$ cat src/rtl/serdes_pkg.sv
// Shared SerDes PHY constants: symbol width and the two K28.5 comma forms.
package serdes_pkg;

   localparam int unsigned SYMBOL_W = 10;
   localparam int unsigned CNT_W    = 4;

   localparam logic [SYMBOL_W-1:0] K285_RDN = 10'b0011111010;
   localparam logic [SYMBOL_W-1:0] K285_RDP = 10'b1100000101;

endpackage

$ cat src/rtl/tx_serializer.sv
// TX parallel-to-serial converter: 10-bit code groups out LSB first, with
// a one-word holding register and K28.5 comma fill whenever no data is ready.
module tx_serializer
   import serdes_pkg::*;
#(
   parameter int unsigned       DATA_W   = SYMBOL_W,
   parameter logic [DATA_W-1:0] IDLE_NEG = K285_RDN,
   parameter logic [DATA_W-1:0] IDLE_POS = K285_RDP
) (
   input  logic              Bit_Clk,
   input  logic              Rst_n,
   input  logic              TxPolarity,
   input  logic [DATA_W-1:0] Data_in,
   input  logic              Data_Valid,
   output logic              Data_Ready,
   output logic              Ser_out,
   output logic              Word_Start
);

   localparam logic [CNT_W-1:0] LAST_BIT = CNT_W'(DATA_W - 1);

   logic [CNT_W-1:0]  cnt_q, cnt_d;
   logic [DATA_W-1:0] shift_q, shift_d;
   logic [DATA_W-1:0] hold_q, hold_d;
   logic              hold_full_q, hold_full_d;
   logic              pol_q, pol_d;
   logic              idle_rd_q, idle_rd_d;
   logic              load;
   logic              accept;

   assign load       = (cnt_q == LAST_BIT);
   assign Data_Ready = ~hold_full_q | load;
   assign accept     = Data_Valid & Data_Ready;
   assign Ser_out    = shift_q[0] ^ pol_q;
   assign Word_Start = (cnt_q == '0);

   // Next-state: load a new word on the last bit, otherwise shift and buffer.
   always_comb begin
      cnt_d       = cnt_q;
      shift_d     = shift_q;
      hold_d      = hold_q;
      hold_full_d = hold_full_q;
      pol_d       = pol_q;
      idle_rd_d   = idle_rd_q;

      if (load) begin
         cnt_d = '0;
         pol_d = TxPolarity;
         if (hold_full_q) begin
            shift_d = hold_q;
         end else if (accept) begin
            shift_d = Data_in;
         end else begin
            shift_d   = idle_rd_q ? IDLE_POS : IDLE_NEG;
            idle_rd_d = ~idle_rd_q;
         end
         if (accept && hold_full_q) begin
            hold_d = Data_in;
         end
         hold_full_d = hold_full_q & accept;
      end else begin
         cnt_d   = cnt_q + CNT_W'(1);
         shift_d = shift_q >> 1;
         if (accept) begin
            hold_d      = Data_in;
            hold_full_d = 1'b1;
         end
      end
   end

   // Reset parks the counter on the last bit so the first live edge loads.
   always_ff @(posedge Bit_Clk) begin
      if (!Rst_n) begin
         cnt_q       <= LAST_BIT;
         shift_q     <= '0;
         hold_q      <= '0;
         hold_full_q <= 1'b0;
         pol_q       <= 1'b0;
         idle_rd_q   <= 1'b0;
      end else begin
         cnt_q       <= cnt_d;
         shift_q     <= shift_d;
         hold_q      <= hold_d;
         hold_full_q <= hold_full_d;
         pol_q       <= pol_d;
         idle_rd_q   <= idle_rd_d;
      end
   end

endmodule

$ cat config.mk
export PLATFORM = sky130hd
export DESIGN_NAME = tx_serializer
export DESIGN_NICKNAME = d
export VERILOG_FILES = /design/src/rtl/serdes_pkg.sv /design/src/rtl/tx_serializer.sv
export SDC_FILE = /design/constraint.sdc
export NUM_CORES = 1
export LEC_CHECK = 0
export BUFFER_PORTS_ARGS = -buffer_cell sky130_fd_sc_hd__buf_2
export CAP_MARGIN = 20
export CORE_MARGIN = 3
export CORE_UTILIZATION = 25
export CTS_CLUSTER_DIAMETER = 30
export DETAILED_ROUTE_END_ITERATION = 12
export SLEW_MARGIN = 15
export SYNTH_ARGS = -nofsm -noshare
export SYNTH_HDL_FRONTEND = slang
export SYNTH_SLANG_ARGS = --single-unit
$ cat constraint.sdc
create_clock -name Bit_Clk -period 1.35 [get_ports Bit_Clk]
set_input_delay 0.135 -clock Bit_Clk [delete_from_list [all_inputs] [get_ports Bit_Clk]]
set_output_delay 0.135 -clock Bit_Clk [all_outputs]
set_load 0.05 [all_outputs]
==> results of run 1 <==
flip-flops by register name, summed over array words and instances (netlist names):
register and flops:
hold_q 10, shift_q 10, cnt_q 4, hold_full_q 1
idle_rd_q 1, pol_q 1
final cells by class:
class                   instances  area (µm²)
inverters                       8        32.5
flip-flops and latches         27         544
multi-input cells             103         716
repair buffers                 32         231
well taps                      67        83.8
fillers                       513        3200
clock buffers                   4        45.0
power by group through the flow:
stage                     Combinational (mW)  Sequential [mW]  Clock [mW]
after floorplan                        0.604             1.03           0
after global placement                 0.832             1.04           0
after detailed placement               0.836             1.04           0
after CTS                              0.896             1.02       0.469
after global routing                    1.05             1.04       0.498
final                                  0.943             1.02       0.457
synth_stat cells (2+ instances only):
master    count
dfxtp_1      27
nand2b_1      4
xnor2_1       2
mux2i_1      11
nor3b_1       2
mux2_2        3
o31ai_1       2
clkbuf_1      6
nor2b_1       3
o211ai_1      3
nor3_1        2
ha_1          3
inv_1         8
a21oi_1      16
o21ai_0       7
a211o_1       6
buf_2         3
a211oi_1      2
nand2_1      30
how the worst max path moves through the flow:
stage                endpoint  slack, ps  startpoint
finish              hold_q[6]        -70    cnt_q[1]
global placement    hold_q[6]        -30    cnt_q[1]
floorplan           hold_q[0]         -1    cnt_q[1]
detailed placement  hold_q[3]        -70    cnt_q[1]
global route        hold_q[2]       -150    cnt_q[1]
CTS                 hold_q[3]        -90    cnt_q[1]
worst min-delay path: stages:
cell     delay (ps)
buf_2           100
nand2_1          50
a21oi_1          50
per-layer routing:
layer  wire, µm  vias to the layer above
met2       1260                       21
met3        127                        2
met1       1330                      510
met4         18                        0
met5          0                        -
li1           -                      556
repair_timing:
item,4_1_cts,5_1_grt
endpoints found under the hold margin,0,0
pin swaps,2,1
setup buffers,1,1
setup endpoints to repair,12,13
gates resized for setup,11,7
logic make-up after synthesis:
| kind of cell | after synthesis |
|---|---|
| muxes | 14 |
| xor gates and xnor gates | 3 |
| adders and majority gates | 3 |
| AOI/OAI and AO/OA | 36 |
| and+or+nand+nor | 47 |
| buffers and inverters | 19 |
| DFF | 27 |
==> reports/results.tsv, run 1 <==
metric	value	unit
status	finished, violations left	
violations	setup timing	
final_area	0.00165	mm²
grt_antenna_before_repair	0	
path_depth	6	
place_area	0.00152	mm²
crit_type	register to register	
rsz0062_at_grt	yes	
synth_nets	166	
coreArea	0.00485	mm²
yosysUniqueCellTypes	28	
grt_first_pass_wirelength	4.68	mm
setup_ws	-69.3	ps
slew_viol_final	0	
grtUsageMet3	2.67	%
fin_total_pwr	2.42	mW
synth_seq_cells	27	
rr_startpoint	cnt_q[1]	
vias_per_cell	4.52	
comb_power_share	38.9	%
path_clk_slew	90	ps
muxShareOfSynthArea	11.2	%
holdPathEnd	pol_q	
initial_core_util	26.6	%
ir_drop	0.771	mV
critPathSlowestCell	dfxtp_2	
vias	1089	
instances_no_fill	241	
routabilityCongestion	0.762	
drc	0	
holdWs	97.5	ps
fmax	0.705	GHz
p_int	1.62	mW
cp_max_fo	5	
grt.total_usage	9.42	%
synth_xor_area_share	2.04	%
yosysTopAreaCellShare	42.0	%
clockRootBuffer	clkbuf_8	
ff2ff_path_depth	6	
use_met2	15.6	%
layout_min_cycle_time	1420	ps
cts_hold_buf	0	
whs_path_depth	3	
yosysSeqAreaShare	42.0	%
setup_violations	11	
min_from	TxPolarity	
ys.flop_type	dfxtp_1	
synthSimpleGateAreaFrac	18.4	%
insertion_delay	270	ps
die_h	77.8	µm
hold_violations	0	
grt_overflow	0	
ant_nets	0	
path_delay_family	multiplexers	
layout.nets	192	
synth_edf_count	0	
drive_above_1_share	28.7	%
drt-pass1-iter-count	4	
cts.sinks	27	
p_sw	0.806	mW
dp_slack	-69.7	ps
skew	3.98	ps
cts_made_buffers	3	
synth_compound_gate_area_share	17.1	%
synth_top_family_by_area	simple AND/OR/NAND/NOR gates	
p_per_area	1470	mW/mm²
synth_area_per_cell	8.64	µm²
worst-path-buf-inv	2	
syn-cell-area	0.00129	mm²
netlist_top_cells_area	dfxtp_1, nand2_1, mux2i_1	
synthAdderAreaFrac	2.92	%
p_leak	0.715	nW
io_buffers	16	
grt_pass1_vias	1041	
cts_htree_levels	1	
avgRoutedWirePerCell	11.4	µm
switching_share	33.2	%
die_w	77.8	µm
routed_wl	2.74	mm
synthCells	149	
finish.utilization	34.1	%
cp_cell_sequence	inv_2 > ha_4 > and3b_4 > mux2i_4 > buf_6 > mux2i_1	
async_flop_share	0	%
rows	25	
hold_class	input port to register	
drtIter0Drc	53	
p_clk_share	18.8	%
critPathLaunchType	register	
slew_headroom	81.5	%
power_frac_seq	42.2	%
rrSetupSlack	-70	ps
final_common_cell	nand2_1	
synth_top_cell_by_area	dfxtp_1	
busiest_layer	met2	
slowest_delay	330	ps
grt_start_max_net_pins	22	
areaGrowthSynthToFinish	28.4	%
endpoint_kind	register	
min_period_over_period	105	%
post-dp-hpwl	1.92	mm
cts_tree	yes	
r2r_end	hold_q[6]	
io_pins	17	
n_antenna_cell	0	
arrival	1620	ps
setup_tns	-619	ps
maxCapViolCount	0	
worst_slew_pin_slew	277	ps
clock_path_buffers	2	
final_cell_mix	nand2_1, dfxtp_1, a21oi_1	
placed_cells	235	
critPathRequiredTime	1550	ps
fp.dieArea	0.00605	mm²
met1_usage	12.1	%
synth_warnings	0	
No activity file was read; power rests on OpenSTA's default activity.
==> inputs of run 2 (changes only) <==
- PLACE_DENSITY: unset -> 0.46
- REMOVE_ABC_BUFFERS: unset -> 1
==> run 2 against run 1 <==
The flow still finishes with violations (setup timing). Via count increased by 4.2%. Sequential cell count unchanged. Count of clock-buffer cells in the layout decreased by 1. Cell area increased by 7.1%. Final cell count increased by 4.1%. Fmax decreased by 0.22%. Combinational power increased by 22%. Sequential share of layout area decreased by 2.3 points. Hold slack improved by 4.3 ps. Clock power increased by 4%. Register-to-register slack about the same. Critical path type unchanged. Critical endpoint unchanged. Largest cell class unchanged. Largest power group is now combinational cells.
==> reports/results.tsv, run 2 (synthesized netlist as in run 1, its figures left out) <==
metric	value	unit
grt_pass1_vias	1094	
worst_slew_pin_slew	313	ps
p_leak	0.769	nW
vias_per_cell	4.52	
top_layer	met4	
drc	0	
r2r_end	hold_q[6]	
arrival	1630	ps
hold_violations	0	
avgRoutedWirePerCell	12.7	µm
insertion_delay	280	ps
wl_met3	125	µm
drive_above_1_share	37.5	%
p_per_area	1490	mW/mm²
slowest_delay	340	ps
initial_core_util	26.6	%
rrSetupSlack	-70	ps
die_h	77.8	µm
slew_viol_final	0	
clock_path_buffers	2	
critPathLaunchType	register	
setup_ws	-72.4	ps
ir_drop	0.663	mV
endpoint_kind	register	
io_pins	17	
fmax	0.703	GHz
grt_overflow	0	
crit_type	register to register	
io_buffers	16	
dp_slack	-142	ps
routed_wl	3.19	mm
place_area	0.00155	mm²
slew_headroom	79.1	%
violations	setup timing	
post-dp-hpwl	2.18	mm
skew	9.20	ps
fillerInstances	507	
grt_antenna_before_repair	0	
die_w	77.8	µm
cts_made_buffers	3	
n_antenna_cell	0	
cts_tree	yes	
ant_nets	0	
dr_wl_met2	1.47	mm
drtIter0Drc	40	
cts.sinks	27	
cp-endpoint	hold_q[6]	
path_clk_slew	100	ps
maxCapViolCount	0	
grt_first_pass_wirelength	5.31	mm
rows	25	
routabilityCongestion	0.742	
top_regs	hold_q: 10 flops, shift_q: 10 flops, cnt_q: 4 flops	
setup_violations	14	
drt-pass1-iter-count	4	
final_cell_mix	nand2_1, dfxtp_1, buf_4	
hold_class	input port to register	
critPathSlowestCell	dfxtp_2	
vias	1135	
cp_cell_sequence	inv_2 > ha_4 > and3b_4 > mux2i_4 > buf_6 > mux2i_1	
rr_startpoint	cnt_q[1]	
grt_start_max_net_pins	17	
ff2ff_path_depth	6	
rsz0062_at_grt	yes	
layout_min_cycle_time	1420	ps
critPathLaunch	cnt_q[1]	
areaGrowthSynthToFinish	37.5	%
cp_max_fo	7	
final_area	0.00177	mm²
final_common_cell	nand2_1	
clockRootBuffer	clkbuf_8	
layout.nets	202	
status	finished, violations left	
wl_met1	1.57	mm
fp.dieArea	0.00605	mm²
grt.total_usage	10.7	%
min_period_over_period	105	%
cts_htree_levels	1	
coreArea	0.00485	mm²
critPathRequiredTime	1560	ps
run 2: worst min-delay path by stage:
stage | startpoint | to | cells after the start | slack, ps
2_1_floorplan | Rst_n | cnt_q[0] | 1 | 210
3_3_place_gp | TxPolarity | pol_q | 3 | 380
3_5_place_dp | TxPolarity | pol_q | 3 | 390
4_1_cts | TxPolarity | pol_q | 3 | 100
5_1_grt | Data_in[3] | hold_q[3] | 3 | 110
6_report | TxPolarity | pol_q | 3 | 100
run 2: power by group:
| group | switching (mW) | internal, mW | total [mW] |
|---|---|---|---|
| Combinational | 0.570 | 0.577 | 1.15 |
| Clock | 0.263 | 0.210 | 0.473 |
| Sequential | 0.0749 | 0.946 | 1.02 |
| Total | 0.908 | 1.73 | 2.64 |
run 2: repair_timing:
item	CTS	global route
setup endpoints to repair	13	22
hold buffers	0	0
resized for setup	19	16
buffers inserted	2	4
pin swaps	3	3
run 2: final cells by class:
cell class / instances / area, µm² / area share, %
clock buffer: 3 / 41.3 / 2.33
clock inverter: 1 / 7.51 / 0.424
inverter: 8 / 30.0 / 1.70
multi-input combinational: 103 / 754 / 42.6
sequential: 27 / 543 / 30.7
tap: 67 / 83.8 / 4.73
timing repair buffer: 42 / 310 / 17.5
run 2: per-stage QoR:
stage          cells  hold WS (ps)  utilization (%)  TNS (ps)  power [mW]
3_5_place_dp     241           391             31.9     -1150        1.93
2_1_floorplan    138           211                -     -7480        1.56
6_report         251           102             36.5      -655        2.64
3_3_place_gp     241           384             31.9      -397        1.92
5_1_grt          251           112             36.5     -2480        2.81
4_1_cts          247          99.3             34.7      -793        2.50
run 2: routing by layer:
| metal | up-vias | global-route usage (%) |
|---|---|---|
| met5 | - | 0 |
| met4 | 0 | 2.14 |
| met3 | 2 | 2.90 |
| li1 | 577 | - |
| met1 | 539 | 14.8 |
| met2 | 17 | 16.6 |
run 2: critical path, delay by kind of cell, from the launching register on:
family | cells | cell delay, ps
adders and majority gates | 1 | 120
buffers and inverters | 2 | 250
DFF | 1 | 340
muxes | 2 | 440
and+or+nand+nor | 1 | 210
==> inputs of run 3 (changes only) <==
- CAP_MARGIN: 20 -> 15
- PLACE_DENSITY: 0.46 -> 0.45
- clock period: 1.35 -> 1.39 ns (I/O delays scaled with it)
==> run 3 against run 2 <==
The run still ends with setup timing left. Largest power group is now sequential cells. Non-clock buffer count fell by 10. Sequential cell count did not move. Sequential share of layout area rose by 1.7 points. Utilization shrank 1.8 points. Critical endpoint is now Word_Start.
==> reports/results.tsv, run 3 (synthesized netlist as in run 1, its figures left out) <==
metric	value	unit
hold_violations	0	
grt_pass1_vias	1124	
p_clk_share	18.7	%
status	finished, violations left	
setup_violations	13	
p_per_area	1440	mW/mm²
vias_per_cell	4.51	
final_cell_mix	nand2_1, dfxtp_1, buf_2	
initial_core_util	26.6	%
critPathSlowestCell	dfxtp_4	
rsz0062_at_grt	yes	
critPathRequiredTime	1250	ps
holdWs	91.7	ps
post-dp-hpwl	2.19	mm
violations	setup timing	
path_delay_family	flip-flops	
n_antenna_cell	0	
drive_above_1_share	31.0	%
fmax	0.691	GHz
avgRoutedWirePerCell	12.9	µm
maxCapViolCount	0	
instances_no_fill	241	
endpoint_kind	output port	
arrival	1310	ps
placed_cells	235	
cp_cell_sequence	buf_6 > inv_2 > ha_2 > nor3b_2 > buf_6	
top_regs	hold_q: 10 flops, shift_q: 10 flops, cnt_q: 4 flops	
die_w	77.8	µm
routabilityCongestion	0.745	
io_pins	17	
hold_class	input port to register	
ir_drop	0.500	mV
drt-pass1-iter-count	4	
cp_common_cell	buf_6	
cts_htree_levels	1	
layout_min_cycle_time	1450	ps
insertion_delay	280	ps
coreArea	0.00485	mm²
cts_tree	yes	
p_int	1.59	mW
layout.nets	192	
cp_max_fo	4	
critPathLaunchType	register	
grt_first_pass_wirelength	5.40	mm
fp.dieArea	0.00605	mm²
die_h	77.8	µm
drc	0	
p_sw	0.839	mW
clock_path_buffers	2	
crit_type	register to output port	
min_period_over_period	104	%
worst_slew_pin_slew	394	ps
slew_viol_final	0	
io_buffers	16	
drtIter0Drc	57	
worst-path-buf-inv	3	
cts.sinks	27	
clockRootBuffer	clkbuf_8	
multi_input_area	733	µm²
seqCellArea	546	µm²
grt.total_usage	11.3	%
final_area	0.00169	mm²
vias	1086	
ant_nets	0	
comb_power_share	40.7	%
setup_tns	-316	ps
grt_start_max_net_pins	24	
routed_wl	3.11	mm
slowest_delay	370	ps
areaGrowthSynthToFinish	30.9	%
slew_headroom	73.7	%
p_leak	0.726	nW
final_common_cell	nand2_1	
grt_overflow	0	
grt_antenna_before_repair	0	
place_area	0.00152	mm²
cts_made_buffers	3	
finish.utilization	34.8	%
switching_share	34.5	%
skew	9.23	ps
rows	25	
path_clk_slew	100	ps
fillerInstances	504	
setup_ws	-57.6	ps
power_frac_seq	40.7	%
==> run 3: cell types whose count changed in the layout (fill, tap and decap cells not counted), sizes merged <==
cell and change:
clkbuf +1, clkinvlp -1, buf -10
==> run 3: per-stage QoR <==
step,power [mW],worst slack (ps)
6_report,2.43,-57.6
3_3_place_gp,1.81,2.15
3_5_place_dp,1.83,-72.3
5_1_grt,2.59,-127
2_1_floorplan,1.51,-664
4_1_cts,2.40,-62.0
==> run 3: power groups by stage <==
stage               Sequential [mW]  Combinational (mW)  Clock [mW]
finish                        0.989               0.989       0.454
global route                   1.00                1.08       0.500
CTS                           0.988               0.938       0.478
detailed placement            0.997               0.835           0
global placement              0.995               0.819           0
floorplan                      1.01               0.501           0
==> run 3: final cells by class <==
class,count,area share [%]
tap,67,4.97
sequential,27,32.4
clock buffer,4,2.67
timing repair buffer,32,14.7
inverter,8,1.78
multi-input combinational,103,43.5
==> run 3: per-layer routing <==
layer	share of wire, %	global-route usage [%]
met1	49	13.7
met2	47	19.2
met3	2.0	1.74
met4	1.8	5.87
met5	0	0
==> run 3: worst min-delay path: cells and delay by family <==
family | cells | cell delay [ps]
and+or+nand+nor | 1 | 50
AOI/OAI and AO/OA | 1 | 50
buffers and inverters | 1 | 90
==> run 3: final timing paths <==
| check | cells after the start | start | end | slack (ps) |
|---|---|---|---|---|
| min reg2reg | 2 | shift_q[1] | shift_q[0] | 450 |
| min | 3 | TxPolarity | pol_q | 90 |
| max | 5 | cnt_q[0] | Word_Start | -60 |
| max reg2reg | 6 | cnt_q[1] | hold_q[8] | -50 |
==> run 3: what timing repair did <==
| item | in CTS | in global routing |
|---|---|---|
| gates cloned | 1 | 0 |
| resized for setup | 20 | 11 |
| pin swaps | 3 | 1 |
| hold buffers | 0 | 0 |
| setup endpoints to repair | 13 | 16 |
| buffers inserted | 1 | 0 |
